### src/rtl/shift_reg_seq.sv
// Parametrised universal shift register with a multi-cycle shift-by-N sequencer.
// Optional feature: define USHIFT_ROTATE_EN to enable rotate (op 111, wrapping shrN/shlN).
module shift_reg_seq #(
    parameter int               WIDTH     = 8,
    parameter logic [WIDTH-1:0] RESET_VAL = '0,
    localparam int              AMT_W     = $clog2(WIDTH + 1)
) (
    input  logic             clk,
    input  logic             rst,
    input  logic [2:0]       op,
    input  logic [WIDTH-1:0] d,
    input  logic             si,
    input  logic [AMT_W-1:0] amt,
    output logic [WIDTH-1:0] q,
    output logic             so,
    output logic             busy,
    output logic             done
);

    localparam logic [2:0] OP_HOLD = 3'b000;
    localparam logic [2:0] OP_SHR1 = 3'b001;
    localparam logic [2:0] OP_SHL1 = 3'b010;
    localparam logic [2:0] OP_LOAD = 3'b011;
    localparam logic [2:0] OP_ASR1 = 3'b100;
    localparam logic [2:0] OP_SHRN = 3'b101;
    localparam logic [2:0] OP_SHLN = 3'b110;
    localparam logic [2:0] OP_ROTR = 3'b111;

    typedef enum logic {IDLE, SHIFT} state_t;

    state_t           state_q;
    logic [WIDTH-1:0] q_q;
    logic             so_q;
    logic             done_q;
    logic             left_q;
    logic [AMT_W-1:0] cnt_q;

    logic [AMT_W-1:0] amt_clamped;
    logic             seq_shr_fill;
    logic             seq_shl_fill;

    assign amt_clamped = (amt > AMT_W'(WIDTH)) ? AMT_W'(WIDTH) : amt;

    // Fill bits used by the sequencer: wrap the outgoing bit when rotating, else si.
`ifdef USHIFT_ROTATE_EN
    assign seq_shr_fill = q_q[0];
    assign seq_shl_fill = q_q[WIDTH-1];
`else
    assign seq_shr_fill = si;
    assign seq_shl_fill = si;
`endif

    always_ff @(posedge clk or posedge rst) begin
        if (rst) begin
            state_q <= IDLE;
            q_q     <= RESET_VAL;
            so_q    <= 1'b0;
            done_q  <= 1'b0;
            left_q  <= 1'b0;
            cnt_q   <= '0;
        end else begin
            done_q <= 1'b0;
            case (state_q)
                IDLE: begin
                    case (op)
                        OP_SHR1: begin
                            q_q  <= {si, q_q[WIDTH-1:1]};
                            so_q <= q_q[0];
                        end
                        OP_SHL1: begin
                            q_q  <= {q_q[WIDTH-2:0], si};
                            so_q <= q_q[WIDTH-1];
                        end
                        OP_LOAD: q_q <= d;
                        OP_ASR1: begin
                            q_q  <= {q_q[WIDTH-1], q_q[WIDTH-1:1]};
                            so_q <= q_q[0];
                        end
                        OP_SHRN, OP_SHLN: begin
                            state_q <= SHIFT;
                            cnt_q   <= amt_clamped;
                            left_q  <= (op == OP_SHLN);
                        end
`ifdef USHIFT_ROTATE_EN
                        OP_ROTR: begin
                            q_q  <= {q_q[0], q_q[WIDTH-1:1]};
                            so_q <= q_q[0];
                        end
`endif
                        default: ;
                    endcase
                end
                SHIFT: begin
                    if (cnt_q != '0) begin
                        if (left_q) begin
                            q_q  <= {q_q[WIDTH-2:0], seq_shl_fill};
                            so_q <= q_q[WIDTH-1];
                        end else begin
                            q_q  <= {seq_shr_fill, q_q[WIDTH-1:1]};
                            so_q <= q_q[0];
                        end
                        cnt_q <= cnt_q - 1'b1;
                    end else begin
                        state_q <= IDLE;
                        done_q  <= 1'b1;
                    end
                end
                default: state_q <= IDLE;
            endcase
        end
    end

    assign q    = q_q;
    assign so   = so_q;
    assign busy = (state_q == SHIFT);
    assign done = done_q;

endmodule

### config.mk
export PLATFORM = sky130hd
export DESIGN_NAME = shift_reg_seq
export DESIGN_NICKNAME = d
export VERILOG_FILES = /design/src/rtl/shift_reg_seq.sv
export SDC_FILE = /design/constraint.sdc
export NUM_CORES = 1
export LEC_CHECK = 0
export ABC_AREA = 1
export BUFFER_PORTS_ARGS = -buffer_cell sky130_fd_sc_hd__buf_2
export CAP_MARGIN = 20
export CORE_MARGIN = 2
export CORE_UTILIZATION = 37
export DETAILED_ROUTE_END_ITERATION = 10
export PLACE_DENSITY_LB_ADDON = 0.12
export SYNTH_ARGS = -nofsm -noshare
export SYNTH_HDL_FRONTEND = slang
export SYNTH_SLANG_ARGS = --single-unit
### constraint.sdc
create_clock -name clk -period 1.6 [get_ports clk]
set_input_delay 0.08 -clock clk [delete_from_list [all_inputs] [get_ports clk]]
set_output_delay 0.08 -clock clk [all_outputs]
set_load 0.1 [all_outputs]
==> results_dict.tcl, run 1 <==
set metrics [dict create \
    cp_cell_sequence "inv_1 > ha_1 > nand4_1 > nand2_2 > nand2_2 > nand2_1 > nand2_1" \
    drv_cap 0 \
    grt_usage 0.170 \
    cts_root_buf "clkbuf_4" \
    end_kind "flip-flop" \
    syn2layout_area_growth_pct 17.3 \
    grt_setup_unrepaired "false" \
    nFillCells 338 \
    setup_viol 0 \
    min_period_over_period 0.870 \
    synth_area_per_cell_um2 6.51 \
    drc 0 \
    drtIter0Drc 112 \
    slew_headroom 0.581 \
    ys_seq_area_frac 0.332 \
    via_per_inst 5.03 \
    cts_tree "built" \
    num_vias 1282 \
    crit_slowest_cell "dfrtp_1" \
    layout-drive-gt1-share 0.209 \
    antenna_found_initial 0 \
    die_area_um2 3730 \
    synthCells 185 \
    crit_fanout 9 \
    port_buffers 28 \
    timing.fmax_mhz 719 \
    period_needed_ns 1.39 \
    io_pins 29 \
    fin_nets 232 \
    cp-start-kind "flip-flop" \
    slew_viol_final 0 \
    outcome "complete, no violations" \
    grt_max_degree 21 \
    cts_buffers 3 \
    yosysWarnings 0 \
    coreArea_um2 3080 \
    gp_congestion 0.729 \
    hold_viol_final 0 \
    clk_pin_slew_ns 0.09 \
    critical_path.top_delay_family "simple AND/OR/NAND/NOR gates" \
    routed_wl_mm 3.01 \
    cp_data_required_time_ns 1.78 \
    dp_hpwl_mm 2.32 \
    arrival_ns 1.57 \
    diodes 0 \
    dr.pass1.iters 5 \
    worst_pin_slew_ns 0.628 \
    numClockSinks 16 \
    grt_pass1_wl_mm 4.92 \
    cpPeakStageDelay_ns 0.38 \
    cts-htree-levels 1 \
    start_util 0.391 \
    cts_buffer_depth 2 \
    dieHeight_um 61.1 \
    num_rows 20 \
    grt_overflow 0 \
    crit_buf_inv 1 \
    synth_area_um2 1200 \
    clock_skew_ns 0.00245 \
    detail-route-antenna-nets 0 \
    fin_setup_tns_ns 0 \
    synth_cell_types 22 \
    grt_pass1_vias 1083 \
    hp-class "in -> reg" \
    critPathKind "reg -> reg" \
    ys_ff_latch 16 \
    synth_nets 205 \
    insertion_delay_ns 0.28 \
    die_w_um 61.1 \
    detail_route.wl_per_cell_um 11.8 \
]
[flip-flops by register name, indices dropped and copies added, names as in the netlist]
name and cells:
busy 1, cnt_q 4, done 1, left_q 1
q 8, so 1
[cell type report]
| class | count | area (um^2) | share of cell area |
|---|---|---|---|
| timing repair buffer | 30 | 158 | 0.112 |
| clock buffer | 4 | 36.3 | 0.0257 |
| multi-input combinational | 141 | 688 | 0.487 |
| inverter | 20 | 75.1 | 0.0531 |
| tap | 44 | 55.1 | 0.0389 |
| sequential | 16 | 402 | 0.284 |
[cells in the mapped netlist]
cell type | instances | area (um^2)
xor2_1 | 1 | 8.76
clkbuf_1 | 3 | 11.3
ha_1 | 2 | 25.0
nand2_1 | 55 | 206
nor2_1 | 7 | 26.3
nand4_1 | 15 | 93.8
nand3b_1 | 1 | 7.51
o21ai_0 | 12 | 60.1
buf_2 | 3 | 15.0
o21ai_1 | 4 | 20.0
a21oi_1 | 11 | 55.1
or2_2 | 1 | 6.26
nand3_1 | 23 | 115
nor2_4 | 1 | 11.3
inv_2 | 4 | 15.0
buf_4 | 2 | 15.0
xnor2_1 | 1 | 8.76
nand2_2 | 3 | 18.8
inv_1 | 16 | 60.1
o22ai_1 | 3 | 18.8
dfrtp_1 | 16 | 400
nor2_2 | 1 | 6.26
[cells by family (layout without fill, tap and decap cells)]
family,after synthesis,count (layout),share of synthesized area
and+or+nand+nor,107,107,0.408
AOI/OAI and AO/OA,30,30,0.128
buffers and inverters,28,54,0.0966
DFF,16,16,0.332
adders and majority gates,2,2,0.0208
xor gates and xnor gates,2,2,0.0145
[worst min-delay path: cells and delay by family]
kind          cells  cell delay (ns)
simple gates      3             0.27
buf+inv           1             0.07
[metrics by stage]
step           instance area [um^2]  hold slack (ns)  worst slack [ns]   util  std cells
2_1_floorplan                  1210         -0.00633            0.0213      -        185
3_3_place_gp                   1370            0.184             0.264  0.444        250
3_5_place_dp                   1370            0.199             0.209  0.444        250
4_1_cts                        1410            0.156             0.188  0.459        255
5_1_grt                        1410            0.187            0.0355  0.459        255
6_report                       1410            0.174             0.209  0.459        255
[layout by cell type (no fill, tap or decap)]
| master | n |
|---|---|
| nand3_1 | 23 |
| nand2_1 | 55 |
| nor2_2 | 1 |
| clkbuf_8 | 1 |
| inv_2 | 4 |
| clkbuf_4 | 3 |
| nand3b_1 | 1 |
| nor2_4 | 1 |
| nor2_1 | 7 |
| buf_2 | 28 |
| xor2_1 | 1 |
| o22ai_1 | 3 |
| dlygate4sd3_1 | 1 |
| nand2_2 | 3 |
| buf_4 | 1 |
| o21ai_1 | 4 |
| dfrtp_1 | 15 |
| or2_2 | 1 |
| inv_1 | 16 |
| o21ai_0 | 12 |
| a21oi_1 | 11 |
| ha_1 | 2 |
| xnor2_1 | 1 |
| dfrtp_2 | 1 |
| nand4_1 | 15 |
[final timing paths]
check,from,endpoint,slack (ns),cells past startpoint
worst max-delay path,cnt_q[0],q[2],0.21,7
worst max register to register,cnt_q[0],q[2],0.21,7
max in group asynchronous,rst,busy,0.74,3
worst min-delay path,amt[3],cnt_q[3],0.17,4
worst min register to register,so,so,0.51,2
min in group asynchronous,rst,q[3],0.41,3
[routing by layer]
metal	track usage	routed length, um
met5	0	0
met4	0.0466	19
met3	0.0126	135
met2	0.283	1370
met1	0.240	1480
[repair_timing]
item                      4_1_cts  5_1_grt
hold buffers                    1        0
setup buffers                   0        0
gates resized for setup         0        0
hold endpoints to repair       16        0
Power of run 1 is left out: the tool's default activity adds up to more than one toggle a clock period on the data nets, which glitch-free logic cannot reach.
==> run 2, diff against run 1 <==
--- a/config.mk
+++ b/config.mk
@@ -12,6 +12,7 @@
 export CORE_UTILIZATION = 37
 export DETAILED_ROUTE_END_ITERATION = 10
 export PLACE_DENSITY_LB_ADDON = 0.12
+export RECOVER_POWER = 50
 export SYNTH_ARGS = -nofsm -noshare
 export SYNTH_HDL_FRONTEND = slang
 export SYNTH_SLANG_ARGS = --single-unit
==> run 2 against run 1 <==
- global-route usage stayed put
- sequential share of layout area is the same
- cell count did not move
- utilization stayed put
- clock skew hardly changed
- critical endpoint is now cnt_q[0]
- largest cell class unchanged
==> results_dict.tcl, run 2 (synthesized netlist as in run 1, its figures left out) <==
set metrics [dict create \
    timing.fmax_mhz 734 \
    num_rows 20 \
    routed_wl_mm 3.00 \
    start_util 0.391 \
    syn2layout_area_growth_pct 17.3 \
    dieHeight_um 61.1 \
    detail-route-antenna-nets 0 \
    ff2ff_path_depth 7 \
    outcome "complete, no violations" \
    drc 0 \
    cp-start-kind "flip-flop" \
    fin_setup_tns_ns 0 \
    reg2reg_slack_ns 0.24 \
    drv_cap 0 \
    gp_congestion 0.729 \
    cts_buffer_depth 2 \
    cp_data_required_time_ns 1.75 \
    worstReg2RegStart "cnt_q[0]" \
    cts_buffers 3 \
    grt_max_degree 21 \
    slew_viol_final 0 \
    layout-drive-gt1-share 0.204 \
    min_period_over_period 0.851 \
    fin_nets 232 \
    critPathKind "reg -> reg" \
    io_pins 29 \
    dp_hpwl_mm 2.32 \
    min_from "amt[3]" \
    cts_root_buf "clkbuf_4" \
    post_cts_resize_count 0 \
    die_w_um 61.1 \
    worst_pin_slew_ns 0.628 \
    hold_viol_final 0 \
    slew_headroom 0.581 \
    hp-class "in -> reg" \
    detail_route.wl_per_cell_um 11.8 \
    arrival_ns 1.52 \
    min_path_cells 4 \
    clk_pin_slew_ns 0.09 \
    grt_pass1_vias 1083 \
    grt_setup_unrepaired "false" \
    num_vias 1288 \
    clock_skew_ns 0.00248 \
    die_area_um2 3730 \
    nFillCells 338 \
    dr.pass1.iters 5 \
    crit_fanout 8 \
    largest_register_ffs 8 \
    drtIter0Drc 112 \
    insertion_delay_ns 0.28 \
    cts-htree-levels 1 \
    layout_commonest_cell "nand2_1" \
    layout_common_cells "55 x nand2_1, 26 x buf_2, 23 x nand3_1" \
    grt_pass1_wl_mm 4.92 \
    numClockSinks 16 \
    period_needed_ns 1.36 \
    rr_endpoint "cnt_q[0]" \
    cts_tree "built" \
    end_kind "flip-flop" \
    setup_viol 0 \
    port_buffers 28 \
    grt_usage 0.170 \
    antenna_found_initial 0 \
    via_per_inst 5.05 \
    hold_end "cnt_q[3]" \
    diodes 0 \
    grt_overflow 0 \
    coreArea_um2 3080 \
]
==> run 2: worst max path at each step <==
stage,to,start,cells past startpoint
final,cnt_q[0],cnt_q[0],7
after global routing,q[2],cnt_q[0],7
after CTS,q[2],cnt_q[0],7
after detailed placement,q[2],cnt_q[0],7
after global placement,q[2],cnt_q[0],7
after floorplan,so,q[0],6
==> run 2: what timing repair did <==
item                                   4_1_cts  5_1_grt
setup buffers                                0        0
endpoints found under the hold margin       16        0
hold buffers                                 1        0
==> run 2: layout make-up <==
cell class | instances | area (um^2) | share of cell area
sequential | 16 | 402 | 0.284
tap | 44 | 55.1 | 0.0389
clock buffer | 4 | 36.3 | 0.0257
multi-input combinational | 141 | 688 | 0.487
inverter | 20 | 75.1 | 0.0531
timing repair buffer | 30 | 158 | 0.112
==> run 2: metal layers <==
metal  global-route usage  wire length, um  part of all wire  vias to the layer above
met4               0.0466               19            0.0063                        0
met5                    0                0                 0                        -
li1                     -                -                 -                      671
met1                0.240             1470              0.49                      579
met2                0.283             1370              0.46                       36
met3               0.0126              142             0.047                        2
==> run 2: worst max-delay path: stages, from the launching register on <==
cell and delay, ns:
dfrtp_1 0.38, inv_1 0.10, ha_1 0.15, nand4_1 0.16, inv_1 0.20, nor2_4 0.08
nand2_1 0.07, o21ai_0 0.09
==> run 2: through the flow <==
stage          utilization  hold slack, ns  instances  setup WS, ns  area (um^2)
5_1_grt              0.459           0.187        255        0.0647         1410
3_3_place_gp         0.444           0.184        250         0.264         1370
2_1_floorplan            -        -0.00633        185        0.0213         1210
6_report             0.459           0.175        255         0.238         1410
3_5_place_dp         0.444           0.199        250         0.209         1370
4_1_cts              0.459           0.156        255         0.188         1410
Power of run 2 is left out for the same reason.
